[config.mk]
export PLATFORM = sky130hd
export DESIGN_NAME = boolfn_lut_eval
export DESIGN_NICKNAME = d
export VERILOG_FILES = /design/src/rtl/boolfn_lut_eval.sv
export SDC_FILE = /design/constraint.sdc
export NUM_CORES = 1
export LEC_CHECK = 0
export CORE_ASPECT_RATIO = 1.5
export CORE_UTILIZATION = 50
export CTS_CLUSTER_DIAMETER = 120
export DETAILED_ROUTE_END_ITERATION = 8
export GPL_ROUTABILITY_DRIVEN = 1
export PLACE_DENSITY = 0.75
export SLEW_MARGIN = 15
export SYNTH_ARGS = -nofsm -noshare
export SYNTH_HDL_FRONTEND = slang
export SYNTH_SLANG_ARGS = --single-unit
[constraint.sdc]
create_clock -name clk -period 2.71 [get_ports clk]
set_clock_uncertainty 0.1 [all_clocks]
set_input_delay 0.271 -clock clk [delete_from_list [all_inputs] [get_ports clk]]
set_output_delay 0.271 -clock clk [all_outputs]
set_load 0.005 [all_outputs]
[src/rtl/boolfn_lut_eval.sv]
// ---------------------------------------------------------------------------
// boolfn_lut_eval
//   Programmable N_IN-input Boolean function held as a 2^N_IN-bit truth table.
//   The table is loaded serially (minterm 0 first), evaluated through a 1-deep
//   valid/ready output register, and can be swept to count its ones.
//
//   Optional feature macro: BOOLFN_PARITY_EN
//     defined   : load is TBL+1 beats; the last beat is even parity over the
//                 table. A mismatch pulses cfg_err, clears the table and
//                 returns to EMPTY.
//     undefined : load is exactly TBL beats; cfg_err is tied 0.
//
//   Ports
//     clk, rst                       clock, asynchronous active-high reset
//     cfg_valid/cfg_bit/cfg_ready    serial table load
//     cfg_err                        1-cycle parity-error pulse
//     in_valid/in_vec/in_ready       evaluation request
//     out_valid/out_f/out_ready      evaluation result
//     sweep_start                    level request to sweep all minterms
//     sweep_busy/sweep_done          sweep in progress / end-of-sweep pulse
//     sweep_count                    ones counted by the last finished sweep
// ---------------------------------------------------------------------------
module boolfn_lut_eval #(
    parameter int unsigned N_IN  = 4,
    parameter int unsigned CNT_W = N_IN + 1
) (
    input  logic             clk,
    input  logic             rst,
    input  logic             cfg_valid,
    input  logic             cfg_bit,
    output logic             cfg_ready,
    output logic             cfg_err,
    input  logic             in_valid,
    input  logic [N_IN-1:0]  in_vec,
    output logic             in_ready,
    output logic             out_valid,
    output logic             out_f,
    input  logic             out_ready,
    input  logic             sweep_start,
    output logic             sweep_busy,
    output logic             sweep_done,
    output logic [CNT_W-1:0] sweep_count
);

    localparam int unsigned TBL   = 1 << N_IN;
    localparam int unsigned IDX_W = N_IN + 1;   // load index also reaches TBL (parity beat)

    typedef enum logic [1:0] {
        S_EMPTY = 2'd0,
        S_LOAD  = 2'd1,
        S_RUN   = 2'd2,
        S_SWEEP = 2'd3
    } state_e;

    state_e             state_q, state_d;
    logic [TBL-1:0]     table_q, table_d;
    logic [IDX_W-1:0]   load_idx_q, load_idx_d;
    logic [N_IN-1:0]    sweep_idx_q, sweep_idx_d;
    logic [CNT_W-1:0]   sweep_acc_q, sweep_acc_d;
    logic [CNT_W-1:0]   sweep_count_q, sweep_count_d;
    logic               sweep_done_q, sweep_done_d;
    logic               out_valid_q, out_valid_d;
    logic               out_f_q, out_f_d;
    logic               cfg_fire;
    logic               in_fire;

    // Handshake decode; cfg beats and sweep requests take priority over evaluation.
    assign cfg_ready = (state_q != S_SWEEP);
    assign cfg_fire  = cfg_valid & cfg_ready;
    assign in_ready  = (state_q == S_RUN) & ~cfg_valid & ~sweep_start
                     & (~out_valid_q | out_ready);
    assign in_fire   = in_valid & in_ready;

`ifdef BOOLFN_PARITY_EN
    logic cfg_err_q, cfg_err_d;
    assign cfg_err = cfg_err_q;
`else
    assign cfg_err = 1'b0;
`endif

    assign out_valid   = out_valid_q;
    assign out_f       = out_f_q;
    assign sweep_busy  = (state_q == S_SWEEP);
    assign sweep_done  = sweep_done_q;
    assign sweep_count = sweep_count_q;

    // State and datapath registers.
    always_ff @(posedge clk or posedge rst) begin
        if (rst) begin
            state_q       <= S_EMPTY;
            table_q       <= '0;
            load_idx_q    <= '0;
            sweep_idx_q   <= '0;
            sweep_acc_q   <= '0;
            sweep_count_q <= '0;
            sweep_done_q  <= 1'b0;
            out_valid_q   <= 1'b0;
            out_f_q       <= 1'b0;
`ifdef BOOLFN_PARITY_EN
            cfg_err_q     <= 1'b0;
`endif
        end else begin
            state_q       <= state_d;
            table_q       <= table_d;
            load_idx_q    <= load_idx_d;
            sweep_idx_q   <= sweep_idx_d;
            sweep_acc_q   <= sweep_acc_d;
            sweep_count_q <= sweep_count_d;
            sweep_done_q  <= sweep_done_d;
            out_valid_q   <= out_valid_d;
            out_f_q       <= out_f_d;
`ifdef BOOLFN_PARITY_EN
            cfg_err_q     <= cfg_err_d;
`endif
        end
    end

    // Next-state, table load, sweep and output-register logic.
    always_comb begin
        state_d       = state_q;
        table_d       = table_q;
        load_idx_d    = load_idx_q;
        sweep_idx_d   = sweep_idx_q;
        sweep_acc_d   = sweep_acc_q;
        sweep_count_d = sweep_count_q;
        sweep_done_d  = 1'b0;
`ifdef BOOLFN_PARITY_EN
        cfg_err_d     = 1'b0;
`endif
        // Result register holds while stalled; a later reload cannot disturb it.
        out_valid_d   = in_fire | (out_valid_q & ~out_ready);
        out_f_d       = in_fire ? table_q[in_vec] : out_f_q;

        unique case (state_q)
            S_EMPTY, S_RUN: begin
                if (cfg_fire) begin
                    table_d[0] = cfg_bit;
                    load_idx_d = IDX_W'(1);
                    state_d    = S_LOAD;
                end else if ((state_q == S_RUN) && sweep_start && !out_valid_q) begin
                    sweep_idx_d = '0;
                    sweep_acc_d = '0;
                    state_d     = S_SWEEP;
                end
            end
            S_LOAD: begin
                if (cfg_fire) begin
`ifdef BOOLFN_PARITY_EN
                    if (load_idx_q == IDX_W'(TBL)) begin
                        load_idx_d = '0;
                        if (cfg_bit == ^table_q) begin
                            state_d = S_RUN;
                        end else begin
                            cfg_err_d = 1'b1;
                            table_d   = '0;
                            state_d   = S_EMPTY;
                        end
                    end else begin
                        table_d[load_idx_q[N_IN-1:0]] = cfg_bit;
                        load_idx_d = load_idx_q + IDX_W'(1);
                    end
`else
                    table_d[load_idx_q[N_IN-1:0]] = cfg_bit;
                    if (load_idx_q == IDX_W'(TBL - 1)) begin
                        load_idx_d = '0;
                        state_d    = S_RUN;
                    end else begin
                        load_idx_d = load_idx_q + IDX_W'(1);
                    end
`endif
                end
            end
            S_SWEEP: begin
                sweep_acc_d = sweep_acc_q + CNT_W'(table_q[sweep_idx_q]);
                sweep_idx_d = sweep_idx_q + N_IN'(1);
                if (sweep_idx_q == N_IN'(TBL - 1)) begin
                    sweep_count_d = sweep_acc_d;
                    sweep_done_d  = 1'b1;
                    sweep_idx_d   = '0;
                    state_d       = S_RUN;
                end
            end
            default: state_d = S_EMPTY;
        endcase
    end

endmodule
==> summary.md, run 1 <==
| Metric | Value |
|---|---|
| Final WS setup | 176 ps |
| Worst r2r src | sweep_idx_q[1] |
| Critical path class | reg -> reg |
| Most common cell after layout, fill and taps aside | dfrtp_1 |
| Layout area overhead | 18.2% |
| MaxCap Viol Count | 0 |
| WL final | 4290 um |
| Yosys top cell by area | dfrtp_1 |
| Post-synth top area share | 47.7% |
| Relative slew slack | 62.6% |
| Seq pwr share | 43.7% |
| Worst reg2reg endpoint | sweep_count[4] |
| Die width | 54.9 um |
| # Post-CTS Setup Buffers | 0 |
| PD cells | 972 nW/um2 |
| DRC | 0 |
| Most frequent cells in the layout | 39 x dfrtp_1, 22 x nor2_1, 21 x clkdlybuf4s50_1 |
| Seq cells post-synth | 40 |
| Status | finished clean |
| Mean area per synthesized cell | 11.3 um2 |
| Worst EP required | 2770 ps |
| GRT Total Usage | 22.4% |
| Row cnt | 28 |
| P_sw | 815 uW |
| Min Clock Period, post-route | 2530 ps |
| Finished Layout Cells | 254 |
| WL/cell | 16.9 um |
| Pin count of the biggest net entering global routing | 41 |
| Ranking of synthesized cells by area | dfrtp_1 48%, mux2_2 10%, mux4_2 6.4%, mux4_1 5.0%, ha_1 4.2% |
| Clock Path Buffers | 2 |
| Mapped Area | 2100 um2 |
| Max Clk Rate | 395 MHz |
| Leakage Power | 1.10 nW |
| DRT Pass-1 Iters | 4 |
| Fin area | 2480 um2 |
| Skew-Pair Late Insertion Delay | 300 ps |
| Netlist cell types | 36 |
| Nets@finish | 226 |
| Number of global-route vias before repair | 1560 |
| Die area | 4470 um2 |
| Pint | 1.60 mW |
| GR Overflow Total | 0 |
| Finished Core Util | 62.2% |
| Post-DR vias/cell | 6.10 |
| N_diodes | 0 |
| Syn Nets | 203 |
| Data arrival time of the critical path | 2590 ps |
| Multi-input gate area | 1030 um2 |
| Sw frac | 33.8% |
| Dpl cells | 246 |
| Max Slew Vio Count | 0 |
| Clock slew at reported path FFs | 80 ps |
| Total CTS buffers | 5 |
| Setup-failing EPs final | 0 |
| CP Launch Type | register |
| CTS tree | built |
| Flop-to-flop setup slack | 180 ps |
| Crit end category | register |
| CP Launch Point | sweep_idx_q[1] |
| Clock sinks | 40 |
| Maximum vdd drop | 0.000744 V |
| Hold buffers post-CTS | 0 |
| Final Hold Vio Count | 0 |
| Layout cell share with drive strength beyond 1 | 18.2% |
| Final period util | 93.5% |
| EDFF count, synth | 0 |
| Gpl congestion | 0.909 |
| CP max FO | 7 |
| Initial antenna violation count | 0 |
| Synth Warn # | 0 |
| Vias | 1550 |
| Die Y | 81.4 um |
| Fill count | 328 |
| Worst Max-Slew Pin Slew | 559 ps |
| Top FF cell, synth | dfrtp_1 |
| Post-DP HPWL | 3170 um |
| IO buf count | 21 |
| DRT iter0 DRCs | 50 |
| Sequential area share after synthesis | 47.7% |
| Antenna viol nets, final | 0 |
| Root Driver | clkbuf_8 |
| Placeable Area | 3990 um2 |
| Setup tns final | 0 ps |
| Clock Power Share | 22.1% |
| Storage cell area | 1000 um2 |
| Ys async rst share | 100% |
| Initial Util | 52.6% |
| Combinational share of power | 34.2% |
| H-tree depth | 2 |
| I/O pin total | 23 |
| Gate Count Post-Synth | 185 |
| Place WS | 116 ps |
| Setup crit end | sweep_count[4] |
| Worst Hold Class | in -> async |
| RSZ-0062 raised after global routing | false |
| Global-route wire length before repair | 7150 um |
| Post-DP Area | 2350 um2 |
| R2R cell count | 7 |
-- layer usage --
metal | share of wire, % | vias up | track usage, %
li1 | - | 714 | -
met1 | 41 | 798 | 27.2
met2 | 55 | 33 | 38.8
met3 | 2.6 | 5 | 3.37
met4 | 1.4 | 0 | 8.50
met5 | 0 | - | 0
-- worst max-delay path: stages, from the launching register on --
cell,delay (ps)
dfrtp_1,500
mux4_2,530
mux4_2,460
ha_1,210
ha_1,230
nand3_1,110
xor2_1,180
a21oi_1,90
-- worst min-delay path by stage --
stage	cells after the start	start	slack, ps	endpoint
after CTS	3	rst	310	sweep_done
after detailed placement	1	out_f	400	out_f
after floorplan	1	out_ready	270	out_valid
after global routing	3	rst	360	sweep_done
final	3	rst	300	sweep_count[1]
after global placement	2	sweep_acc_q[4]	380	sweep_acc_q[4]
-- kinds of logic (layout without fill, tap and decap cells) --
kind of cell	count (synthesis)	after routing	share of synthesized area [%]
AND/OR/NAND/NOR	55	55	11.9
flip-flops	40	40	47.7
AO/OA/AOI/OAI	34	34	10.2
multiplexers	29	29	21.6
buffers and inverters	16	40	3.04
adder cells (fa/ha/maj)	7	7	4.17
XOR/XNOR	3	3	1.25
other	1	1	0.179
-- synth_stat cells, types with 2 or more instances --
master	instances
ha_1	7
xor2_1	2
clkbuf_1	6
nor3_1	3
dfrtp_1	40
inv_1	7
o22ai_1	3
nor2_1	22
nor3b_1	2
a21oi_1	7
mux2_2	19
mux4_1	4
a22o_1	4
nand2_1	17
nand2b_1	2
nand3_1	4
mux4_2	6
o21ai_0	12
-- layout make-up --
cell class | count | area share [%]
sequential | 40 | 40.4
timing repair buffer | 24 | 9.37
clock buffer | 7 | 3.88
multi-input combinational | 129 | 41.7
clock inverter | 1 | 1.21
tap | 45 | 2.27
inverter | 8 | 1.21
-- state kept, by name, summed over array words and instances, names as in the netlist, 2 cells and up --
name and cells:
table_q 16, load_idx_q 5, sweep_acc_q 5, sweep_count 5
sweep_idx_q 4, state_q 2
-- power by group through the flow --
stage,clock network [mW],registers (mW),logic [mW]
after floorplan,0,0.920,0.701
after global placement,0,1.04,0.781
after detailed placement,0,1.06,0.825
after CTS,0.542,1.05,0.834
after global routing,0.565,1.09,0.919
final,0.533,1.05,0.826
-- timing repair --
item	CTS	global route
endpoints found under the setup margin	0	2
gates resized for setup	0	1
hold endpoints to repair	0	0
-- stage by stage --
stage,hold slack [ps],power [mW]
after detailed placement,396,1.89
after global placement,384,1.82
final,296,2.41
after CTS,313,2.42
after floorplan,267,1.62
after global routing,365,2.57
Note: power is estimated with default switching activity, not from simulation.
==> run 2, diff against run 1 <==
- CORE_UTILIZATION: 50 -> 40
- PLACE_DENSITY: 0.75 -> default
==> run 2 against run 1 <==
Against the previous run:
- first-iteration DRC count grew 14%
- count of clock-buffer cells in the layout is 2 lower
- hold slack improved by 4.2 ps
- sequential share of layout area about the same
- setup slack gained 3.8 ps
- clock power down 26%
- sequential cell count unchanged
- global-route usage shrank 4.1 points
- critical path depth stayed put
- power shrank 5.7%
- via count fell by 1.7%
- wire length grew 5.6%
==> summary.md, run 2 (synthesized netlist as in run 1, its figures left out) <==
| Metric | Value |
|---|---|
| Worst reg2reg endpoint | sweep_acc_q[4] |
| Number of global-route vias before repair | 1573 (+0.83%) |
| Layout area overhead | 18.4% |
| # Post-CTS Setup Buffers | 0 (unchanged) |
| Status | finished clean |
| Setup crit end | sweep_acc_q[4] |
| Placeable Area | 4930 um2 (+23%) |
| R2R cell count | 7 (unchanged) |
| Row cnt | 31 (+11%) |
| Final WS setup | 180 ps (+3.76 ps) |
| Flop-to-flop setup slack | 180 ps (about the same) |
| # resized after CTS | 0 (unchanged) |
| CP max FO | 8 (+1) |
| RSZ-0062 raised after global routing | false |
| Crit end category | register |
| Finished Core Util | 50.4% (-12 points) |
| WL final | 4530 um (+5.6%) |
| Clock slew at reported path FFs | 80 ps (about the same) |
| Initial antenna violation count | 0 (unchanged) |
| IO buf count | 21 (unchanged) |
| PD cells | 916 nW/um2 (-5.8%) |
| Final period util | 93.4% (-0.14 points) |
| Worst r2r src | sweep_idx_q[0] |
| Worst Max-Slew Pin Slew | 512 ps (-46.8 ps) |
| Place WS | 93.0 ps (-23.5 ps) |
| Layout cell share with drive strength beyond 1 | 19.0% (+0.78 points) |
| DRT iter0 DRCs | 57 (+14%) |
| Clock sinks | 40 (unchanged) |
| Relative slew slack | 65.9% (+3.3 points) |
| Worst Hold Class | in -> async |
| Min Clock Period, post-route | 2530 ps (-3.76 ps) |
| CTS tree | built |
| H-tree depth | 2 (unchanged) |
| Clock Path Buffers | 2 (unchanged) |
| GRT Total Usage | 18.4% (-4.1 points) |
| Largest register FFs | 16 (unchanged) |
| Vias | 1523 (-1.7%) |
| GR Overflow Total | 0 (unchanged) |
| Die area | 5550 um2 (+24%) |
| Total CTS buffers | 5 (unchanged) |
| Final Hold Vio Count | 0 (unchanged) |
| Gpl congestion | 0.869 (-4.4%) |
| Final Power | 2.28 mW (-5.7%) |
| Die width | 61.2 um (+11%) |
| DRC | 0 (unchanged) |
| Maximum vdd drop | 0.000460 V (-38%) |
| Most flop-heavy register | table_q |
| Initial Util | 42.6% (-9.9 points) |
| Max Slew Vio Count | 0 (unchanged) |
| CP Launch Type | register |
| Most frequent cells in the layout | 39 x dfrtp_1, 22 x nor2_1, 21 x clkdlybuf4s50_1 |
| Post-DR vias/cell | 5.50 (-9.9%) |
| Post-DP HPWL | 3390 um (+6.8%) |
| Critical path class | reg -> reg |
| Max Clk Rate | 395 MHz (+0.15%) |
| Most common cell after layout, fill and taps aside | dfrtp_1 |
| WL/cell | 16.4 um (-3.2%) |
| CP Launch Point | sweep_idx_q[0] |
| MaxCap Viol Count | 0 (unchanged) |
| Antenna viol nets, final | 0 (unchanged) |
| Nets@finish | 228 (+0.88%) |
| Setup-failing EPs final | 0 (unchanged) |
| Global-route wire length before repair | 7490 um (+4.7%) |
| Setup tns final | 0 ps (unchanged) |
| DRT Pass-1 Iters | 4 (unchanged) |
| Root Driver | clkbuf_8 |
| N_diodes | 0 (unchanged) |
| Pin count of the biggest net entering global routing | 41 (unchanged) |
| Hold buffers post-CTS | 0 (unchanged) |
| Data arrival time of the critical path | 2600 ps (about the same) |
| Die Y | 90.7 um (+12%) |
| Worst EP required | 2780 ps (about the same) |
| Leakage Power | 1.09 nW (-0.55%) |
| Worst hold margin | 301 ps (+4.23 ps) |
| Skew-Pair Late Insertion Delay | 290 ps (about the same) |
| I/O pin total | 23 (unchanged) |
[run 2: cell types whose count changed in the layout (fill, tap and decap cells not counted), sizes merged]
cell	change
clkinv	+3
buf	+2
clkbuf	-2
bufinv	-1
[run 2: report_power, final]
| part | switching [mW] | total, mW | leakage [nW] | internal (mW) |
|---|---|---|---|---|
| logic | 0.364 | 0.843 | 0.531 | 0.479 |
| clock network | 0.214 | 0.394 | 0.0479 | 0.179 |
| registers | 0.239 | 1.04 | 0.515 | 0.801 |
[run 2: per-stage QoR]
stage               std cells  cell area (um2)
finish                    277             2480
CTS                       277             2480
floorplan                 185             2100
global placement          269             2400
detailed placement        269             2400
global route              277             2480
[run 2: how the worst min path moves through the flow]
stage                         from             end  slack (ps)
finish                         rst  sweep_acc_q[1]         300
global route                   rst      sweep_done         380
CTS                            rst  sweep_acc_q[1]         310
detailed placement  sweep_acc_q[0]  sweep_acc_q[0]         400
global placement    sweep_acc_q[4]  sweep_acc_q[4]         390
floorplan                out_ready       out_valid         270
[run 2: final cells by class]
cell class / count / area [um2]
fillers: 469 / 2440
multi-input cells: 129 / 1030
flip-flops and latches: 40 / 1000
repair buffers: 26 / 248
well taps: 66 / 82.6
clock buffers: 5 / 68.8
inverters: 8 / 30.0
clock inverters: 3 / 18.8
[run 2: critical path, cell delays in order, from the launching register on]
cell,delay (ps)
dfrtp_2,470
mux4_2,520
mux4_2,490
ha_1,210
ha_1,230
nand3_1,110
xor2_1,180
o21ai_0,100
[run 2: metal layers]
metal	part of all wire, %	vias up	track usage [%]	wire length, um
met2	53	44	30.7	2380
met5	0	-	0	0
met1	41	755	21.5	1850
met4	3.4	0	8.90	153
met3	3.2	12	3.58	146
li1	-	712	-	-
==> run 3, diff against run 2 <==
- CORE_MARGIN: default -> 2
==> run 3 against run 2 <==
Against the previous run:
- count of clock-buffer cells in the layout grew 1
- non-clock buffer count did not move
- global-route usage shrank 1.8 points
- setup slack improved by 14 ps
- power about the same
==> summary.md, run 3 (synthesized netlist as in run 1, its figures left out) <==
| Metric | Value |
|---|---|
| PD cells | 914 nW/um2 (-0.22%) |
| CP Launch Type | register |
| Worst Max-Slew Pin Slew | 526 ps (+13.8 ps) |
| WL/cell | 15.8 um (-3.4%) |
| Global-route wire length before repair | 7380 um (-1.4%) |
| RSZ-0062 raised after global routing | false |
| CTS tree | built |
| M1 WL | 1740 um (-5.9%) |
| Worst EP required | 2790 ps (about the same) |
| Most common cell after layout, fill and taps aside | dfrtp_1 |
| I/O pin total | 23 (unchanged) |
| DR WL met3 | 97 um (-34%) |
| Initial antenna violation count | 0 (unchanged) |
| Nets@finish | 228 (unchanged) |
| Die Y | 92.7 um (+2.2%) |
| Crit end category | register |
| Max Slew Vio Count | 0 (unchanged) |
| Bufs and invs on worst path | 0 (unchanged) |
| Critical path class | reg -> reg |
| Leakage Power | 1.10 nW (+0.28%) |
| Antenna viol nets, final | 0 (unchanged) |
| Row cnt | 32 (+3.2%) |
| Vias | 1519 (-0.26%) |
| DRT Pass-1 Iters | 4 (unchanged) |
| CP max FO | 8 (unchanged) |
| Die area | 5860 um2 (+5.5%) |
| # resized after CTS | 0 (unchanged) |
| Final WS setup | 194 ps (+13.9 ps) |
| # Post-CTS Setup Buffers | 0 (unchanged) |
| MaxCap Viol Count | 0 (unchanged) |
| Layout cell share with drive strength beyond 1 | 19.0% (unchanged) |
| Setup-failing EPs final | 0 (unchanged) |
| Max Clk Rate | 397 MHz (+0.55%) |
| Worst r2r src | sweep_idx_q[0] |
| Placeable Area | 5080 um2 (+3.2%) |
| N_diodes | 0 (unchanged) |
| Die width | 63.2 um (+3.3%) |
| Worst Hold Class | in -> async |
| Min Clock Period, post-route | 2520 ps (-13.9 ps) |
| Status | finished clean |
| Met2 WL | 2480 um (+4.0%) |
| Top Metal Used | met4 |
| Final period util | 92.8% (-0.51 points) |
| H-tree depth | 2 (unchanged) |
| Worst hold margin | 298 ps (-2.43 ps) |
| Place WS | 94.0 ps (+1.01 ps) |
| Largest register FFs | 16 (unchanged) |
| Clock slew at reported path FFs | 80 ps (about the same) |
| Flop-to-flop setup slack | 190 ps (about the same) |
| Maximum vdd drop | 0.000356 V (-23%) |
| GRT Total Usage | 16.5% (-1.8 points) |
| Clock Path Buffers | 2 (unchanged) |
| Post-DP Area | 2400 um2 (+0.10%) |
| Finished Core Util | 49.0% (-1.4 points) |
| Fin area | 2490 um2 (+0.30%) |
| Clock sinks | 40 (unchanged) |
| DRC | 0 (unchanged) |
| Layout area overhead | 18.7% |
| Skew-Pair Late Insertion Delay | 290 ps (about the same) |
| Data arrival time of the critical path | 2590 ps (about the same) |
| Critical path's top delay family | multiplexers |
| IO buf count | 21 (unchanged) |
| Most flop-heavy register | table_q |
| Hold buffers post-CTS | 0 (unchanged) |
| Number of global-route vias before repair | 1534 (-2.5%) |
| Max incr delay on CP | 530 ps (about the same) |
| Stages on worst setup path | 7 (unchanged) |
| Initial Util | 41.3% (-1.3 points) |
| Worst path cell trace | mux4_2 > mux4_2 > ha_1 > ha_1 > nand3_1 > xor2_1 > o21ai_0 |
| WL final | 4410 um (-2.7%) |
| Post-DP HPWL | 3300 um (-2.6%) |
| GR Overflow Total | 0 (unchanged) |
| Relative slew slack | 65.0% (-0.92 points) |
| Gpl congestion | 0.818 (-5.8%) |
| Final Hold Vio Count | 0 (unchanged) |
| Cell at the slowest stage of the critical path | mux4_2 |
| Setup tns final | 0 ps (unchanged) |
| Worst reg2reg endpoint | sweep_acc_q[4] |
| CP Launch Point | sweep_idx_q[0] |
| Most frequent cells in the layout | 39 x dfrtp_1, 22 x nor2_1, 21 x clkdlybuf4s50_1 |
| Pin count of the biggest net entering global routing | 41 (unchanged) |
| Total CTS buffers | 5 (unchanged) |
| DRT iter0 DRCs | 66 (+16%) |
| Root Driver | clkbuf_8 |
| Setup crit end | sweep_acc_q[4] |
| R2R cell count | 7 (unchanged) |
| Post-DR vias/cell | 5.44 (-0.98%) |
[run 3: cell count changes in the layout (fill, tap and decap cells not counted), sizes merged]
cell,previous run,this run
clkbuf,5,6
clkinv,4,3
[run 3: cell type report]
type / count / area (um2)
repair buffers: 26 / 248
inverters: 8 / 30.0
well taps: 68 / 85.1
fillers: 483 / 2590
clock buffers: 6 / 82.6
flip-flops and latches: 40 / 1000
multi-input cells: 129 / 1030
clock inverters: 2 / 10.0
[run 3: through the flow]
| stage | power [mW] | cells |
|---|---|---|
| after global routing | 2.44 | 279 |
| final | 2.28 | 279 |
| after CTS | 2.31 | 279 |
| after detailed placement | 1.88 | 271 |
| after floorplan | 1.62 | 185 |
| after global placement | 1.86 | 271 |
[run 3: routing by layer]
metal,GRT usage (%),vias to the layer above
met3,2.92,5
met5,0,-
met4,8.89,0
met1,17.2,773
li1,-,718
met2,30.9,23
[run 3: how the worst min path moves through the flow]
stage | cells after the start | to | startpoint
after floorplan | 1 | out_valid | out_ready
after global placement | 2 | sweep_acc_q[4] | sweep_acc_q[4]
after detailed placement | 1 | sweep_acc_q[0] | sweep_acc_q[0]
after CTS | 3 | load_idx_q[0] | rst
after global routing | 3 | sweep_count[3] | rst
final | 3 | out_valid | rst
[run 3: worst reg2reg max path: stages (launching register included)]
cell	delay, ps
dfrtp_2	470
mux4_2	530
mux4_2	470
ha_1	210
ha_1	240
nand3_1	110
xor2_1	190
o21ai_0	90
[run 3: power by group]
group | internal (mW) | switching [mW] | total, mW
sequential | 0.801 | 0.233 | 1.03
clock | 0.203 | 0.207 | 0.410
combinational | 0.479 | 0.355 | 0.835
